[config.mk]
export PLATFORM = sky130hd
export DESIGN_NAME = mac_acc_seq
export DESIGN_NICKNAME = d
export VERILOG_FILES = /design/src/rtl/mac_acc_seq.sv
export SDC_FILE = /design/constraint.sdc
export NUM_CORES = 1
export LEC_CHECK = 0
export ABC_AREA = 1
export BUFFER_PORTS_ARGS = -buffer_cell sky130_fd_sc_hd__buf_4
export CORE_ASPECT_RATIO = 2
export CORE_UTILIZATION = 44
export CTS_BUF_LIST = sky130_fd_sc_hd__clkbuf_8
export DETAILED_ROUTE_END_ITERATION = 8
export PLACE_DENSITY = 0.88
export SLEW_MARGIN = 10
export SYNTH_ARGS = -nofsm -noshare
export SYNTH_HDL_FRONTEND = slang
export SYNTH_SLANG_ARGS = --single-unit
[constraint.sdc]
create_clock -name clk -period 1.9 [get_ports clk]
set_input_delay 0.285 -clock clk [delete_from_list [all_inputs] [get_ports clk]]
set_output_delay 0.285 -clock clk [all_outputs]
set_load 0.05 [all_outputs]
[src/rtl/mac_acc_seq.sv]
// rtl/mac_acc_seq.sv - vector accumulation sequencer in front of a registered 4-lane MAC
module mac_acc_seq #(
    parameter int bw      = 4,
    parameter int psum_bw = 16,
    parameter int cnt_bw  = 8
) (
    input  logic                 clk,
    input  logic                 reset,
    input  logic                 in_valid,
    output logic                 in_ready,
    input  logic                 in_last,
    input  logic [4*bw-1:0]      in_a,
    input  logic [4*bw-1:0]      in_b,
    output logic [4*bw-1:0]      mac_a,
    output logic [4*bw-1:0]      mac_b,
    output logic [psum_bw-1:0]   mac_c,
    input  logic [psum_bw-1:0]   mac_out,
    output logic                 out_valid,
    input  logic                 out_ready,
    output logic [psum_bw-1:0]   out_psum,
    output logic [cnt_bw-1:0]    out_count
);

    typedef enum logic [1:0] {
        S_ACCEPT = 2'd0,
        S_WAIT   = 2'd1,
        S_HOLD   = 2'd2
    } state_t;

    localparam logic [cnt_bw-1:0] CNT_MAX = '1;
    localparam logic [cnt_bw-1:0] CNT_ONE = cnt_bw'(1);

    state_t               state_q, state_d;
    logic [psum_bw-1:0]   psum_q, psum_d;
    logic [cnt_bw-1:0]    count_q, count_d;
    logic                 first_q, first_d;
    logic                 last_q, last_d;
    // first_q is cleared on acceptance, so the WAIT cycle needs its own copy
    // to know whether the vector in flight opened a new group.
    logic                 vec_first_q, vec_first_d;

    // State register; reset discards any group in flight.
    always_ff @(posedge clk or negedge reset) begin
        if (!reset) begin
            state_q     <= S_ACCEPT;
            psum_q      <= '0;
            count_q     <= '0;
            first_q     <= 1'b1;
            last_q      <= 1'b0;
            vec_first_q <= 1'b0;
        end else begin
            state_q     <= state_d;
            psum_q      <= psum_d;
            count_q     <= count_d;
            first_q     <= first_d;
            last_q      <= last_d;
            vec_first_q <= vec_first_d;
        end
    end

    // Next-state: accept a vector, capture the MAC result a cycle later, then hold any group result.
    always_comb begin
        state_d     = state_q;
        psum_d      = psum_q;
        count_d     = count_q;
        first_d     = first_q;
        last_d      = last_q;
        vec_first_d = vec_first_q;
        case (state_q)
            S_ACCEPT: begin
                if (in_valid) begin
                    last_d      = in_last;
                    vec_first_d = first_q;
                    first_d     = 1'b0;
                    state_d     = S_WAIT;
                end
            end
            S_WAIT: begin
                psum_d = mac_out;
                if (vec_first_q) begin
                    count_d = CNT_ONE;
                end else if (count_q != CNT_MAX) begin
                    count_d = count_q + CNT_ONE;
                end
                state_d = last_q ? S_HOLD : S_ACCEPT;
            end
            S_HOLD: begin
                if (out_ready) begin
                    first_d = 1'b1;
                    state_d = S_ACCEPT;
                end
            end
            default: state_d = S_ACCEPT;
        endcase
    end

    assign mac_a     = in_a;
    assign mac_b     = in_b;
    assign mac_c     = first_q ? '0 : psum_q;
    assign in_ready  = (state_q == S_ACCEPT) && reset;
    assign out_valid = (state_q == S_HOLD);
    assign out_psum  = psum_q;
    assign out_count = count_q;

endmodule

==> impl_metrics.py <==
metrics = {
    "placed_design": {
        "placer_congestion": 0.909,
        "portBuffers": 62,
        "dpl_hpwl_um": 2840,
        "placed_cells_incl_taps": 278,
    },
    "pwr": {
        "leakagePower_uw": 0.00103,
        "vdd_ir_drop_max_mv": 1.29,
        "power.total_uw": 4610,
        "p_per_area_nw_per_um2": 2320,
    },
    "clock_tree": {
        "post_cts.repair.setup_buffers": 0,
        "clockRootBuffer": "sky130_fd_sc_hd__clkbuf_8",
        "cts.sinks": 29,
        "numCtsBuffers": 5,
        "clk_transition_reported_paths_ns": 0.06,
        "ctsHoldBuffers": 0,
        "cts-htree-levels": 2,
        "ctsResizeCount": 0,
        "worst_skew_pair.late_latency_ns": 0.27,
        "cts_max_path_buffers": 2,
        "tritoncts": "done",
    },
    "floorplanning": {
        "i_o_pin_count": 127,
        "die_h_um": 88.0,
        "fp-row-count": 30,
        "core_um2": 3450,
        "fp.dieArea_um2": 3960,
        "initial_core_util_pct": 47.1,
        "die-width_um": 45.0,
    },
    "setup_path": {
        "worst_ep_required_time_ns": 1.62,
        "crit_path_kind": "register to primary output",
        "setup.worst_path.start_class": "register",
        "rr_worst_depth": 7,
        "crit_path_arrival_time_ns": 1.33,
        "biggest_fanout_along_the_worst_timing_path": 17,
        "worstSetupEndpointType": "primary output",
    },
    "sta": {
        "fin_tns_setup_ns": 0,
        "post_route_skew_ns": 0.00392,
        "max_clock_freq_ghz": 0.621,
        "max-slew-margin-rel_pct": 74.7,
        "final_report_hold_violation_count": 0,
        "unrepaired_setup_endpoints_after_global_routing": "false",
        "drv_slew": 0,
        "tightest_slew_ns": 0.380,
        "finalCritPeriodShare_pct": 84.8,
        "finalCriticalPeriod_ns": 1.61,
        "finalSetupViolCount": 0,
        "whs_ns": 0.0613,
    },
    "detailed_routing": {
        "route.vias.total": 1343,
        "post_drt_via_cell_ratio": 4.71,
        "drt_pass1_iterations": 4,
        "post_drt_wl_per_cell_um": 13.0,
        "route.antenna.remaining_nets": 0,
        "detailed_route_wire_length_um": 3690,
        "drc_errors": 0,
        "detailedRoute.firstIterationViolations": 23,
    },
    "cells_and_area": {
        "n_antenna_cell": 0,
        "finish.cell_count_without_fillers": 285,
        "layout.nets": 291,
        "area_growth_syn_to_layout_pct": 21.9,
        "drive_gt1_share_pct": 34.2,
    },
    "grt": {
        "grtUsageMet2_pct": 33.3,
        "grt.total_usage_pct": 20.2,
        "grt.met1_usage_pct": 19.6,
        "global_route_wire_length_before_repair_um": 5730,
        "grt.overflow.total": 0,
        "number_of_antenna_violations_at_the_first_check_in_global_routing": 0,
        "maximum_number_of_pins_on_one_net_before_global_route_repair": 30,
        "vias_in_the_first_global_route": 1318,
        "m3_gr_usage_pct": 4.33,
        "global_route.peak_usage_layer": "met2",
    },
    "yosys": {
        "yosysWarnings": 0,
        "syn_std_cell_area_um2": 1630,
        "synth.lib_cells_used.distinct": 23,
        "synth-seq-cells": 29,
        "synthesized_area_per_cell_um2": 8.01,
        "syn_inst": 203,
        "seq_total_area_yosys_pct": 44.7,
        "synth.net_count": 257,
    },
    "worst_hold_path": {
        "timing.hold.worst.class": "primary input to async pin",
    },
    "job": {
        "cap_violations": 0,
    },
    "outcome": {
        "outcome": "completed",
    },
}
==> per-layer routing <==
layer / vias to the layer above / part of all wire [%]
li1: 657 / -
met1: 603 / 34
met2: 51 / 52
met3: 32 / 6.2
met4: 0 / 7.6
met5: - / 0
==> placed cells by master (no fill, tap or decap) <==
master                      n
sky130_fd_sc_hd__a21oi_1    2
sky130_fd_sc_hd__buf_4     65
sky130_fd_sc_hd__clkbuf_8   6
sky130_fd_sc_hd__dfrtp_1   28
sky130_fd_sc_hd__dfstp_2    1
sky130_fd_sc_hd__ha_1       1
sky130_fd_sc_hd__inv_1     27
sky130_fd_sc_hd__nand2_1   40
sky130_fd_sc_hd__nand2_2    1
sky130_fd_sc_hd__nand2_4    1
sky130_fd_sc_hd__nand3_1    8
sky130_fd_sc_hd__nand3_2    1
sky130_fd_sc_hd__nor2_1    25
sky130_fd_sc_hd__nor2_4     2
sky130_fd_sc_hd__nor3b_1    1
sky130_fd_sc_hd__o21ai_0   19
sky130_fd_sc_hd__o21ai_1    3
sky130_fd_sc_hd__o21ai_2    4
sky130_fd_sc_hd__o21bai_1   1
sky130_fd_sc_hd__o31ai_1    1
==> sequential cells by signal, indices dropped and copies added (netlist names) <==
signal / count
out_count: 8
state_q: 2
out_psum: 16
last_q: 1
first_q: 1
vec_first_q: 1
==> final cells by class <==
cell class | instances | area, um2
inverter | 26 | 97.6
tap | 48 | 60.1
clock inverter | 1 | 3.75
timing repair buffer | 65 | 488
fill | 355 | 1470
clock buffer | 6 | 82.6
sequential | 29 | 727
multi-input combinational | 110 | 524
==> final timing paths <==
path / end / start / slack, ns
max: mac_c[3] / first_q / 0.29
min: out_count[6] / reset / 0.06
max reg2reg: out_count[2] / out_count[0] / 0.55
min reg2reg: last_q / last_q / 0.48
max in group asynchronous: first_q / reset / 1.52
min in group clk: state_q[1] / out_ready / 0.21
==> stage by stage <==
| stage | setup WS [ns] | cell area [um2] | util, % |
|---|---|---|---|
| 2_1_floorplan | 0.0184 | 1630 | - |
| 3_5_place_dp | 0.560 | 1900 | 54.9 |
| 3_3_place_gp | 0.550 | 1900 | 54.9 |
| 6_report | 0.289 | 1980 | 57.4 |
| 4_1_cts | 0.274 | 1980 | 57.4 |
| 5_1_grt | 0.231 | 1980 | 57.4 |
==> report_power, final <==
part           internal (uW)  leakage [uW]  switching, uW
Combinational            812      0.000615           2170
Sequential               882      0.000366            249
Clock                    281     0.0000485            217
==> cell families after synthesis <==
kind of cell / share of synthesized area (%)
adders and majority gates: 0.769
DFF: 44.7
AOI/OAI and AO/OA: 10.5
and+or+nand+nor: 21.0
buffers and inverters: 23.1
==> worst max-delay path, stage by stage (launching register included) <==
cell and delay [ns]:
sky130_fd_sc_hd__dfstp_2 0.75, sky130_fd_sc_hd__nor2_1 0.10, sky130_fd_sc_hd__buf_4 0.20
==> synth_stat cells <==
cell                       instances  area (um2)
sky130_fd_sc_hd__inv_1            26        97.6
sky130_fd_sc_hd__o21ai_1           3        15.0
sky130_fd_sc_hd__buf_8             1        15.0
sky130_fd_sc_hd__ha_1              1        12.5
sky130_fd_sc_hd__o31ai_1           1        7.51
sky130_fd_sc_hd__nand2_2           1        6.26
sky130_fd_sc_hd__clkbuf_1          2        7.51
sky130_fd_sc_hd__dfrtp_1          28         701
sky130_fd_sc_hd__nor2_4            2        22.5
sky130_fd_sc_hd__nand2_4           1        11.3
sky130_fd_sc_hd__nor3b_1           1        7.51
sky130_fd_sc_hd__clkbuf_2          1        5.00
sky130_fd_sc_hd__nand3_1           8        40.0
sky130_fd_sc_hd__buf_2             2        10.0
sky130_fd_sc_hd__o21ai_2           4        35.0
sky130_fd_sc_hd__nand3_2           1        10.0
sky130_fd_sc_hd__nand2_1          40         150
sky130_fd_sc_hd__o21bai_1          1        7.51
sky130_fd_sc_hd__dfstp_2           1        26.3
sky130_fd_sc_hd__a21oi_1           2        10.0
sky130_fd_sc_hd__nor2_1           25        93.8
sky130_fd_sc_hd__o21ai_0          19        95.1
sky130_fd_sc_hd__buf_4            32         240
Note: power is estimated with default switching activity, not from simulation.
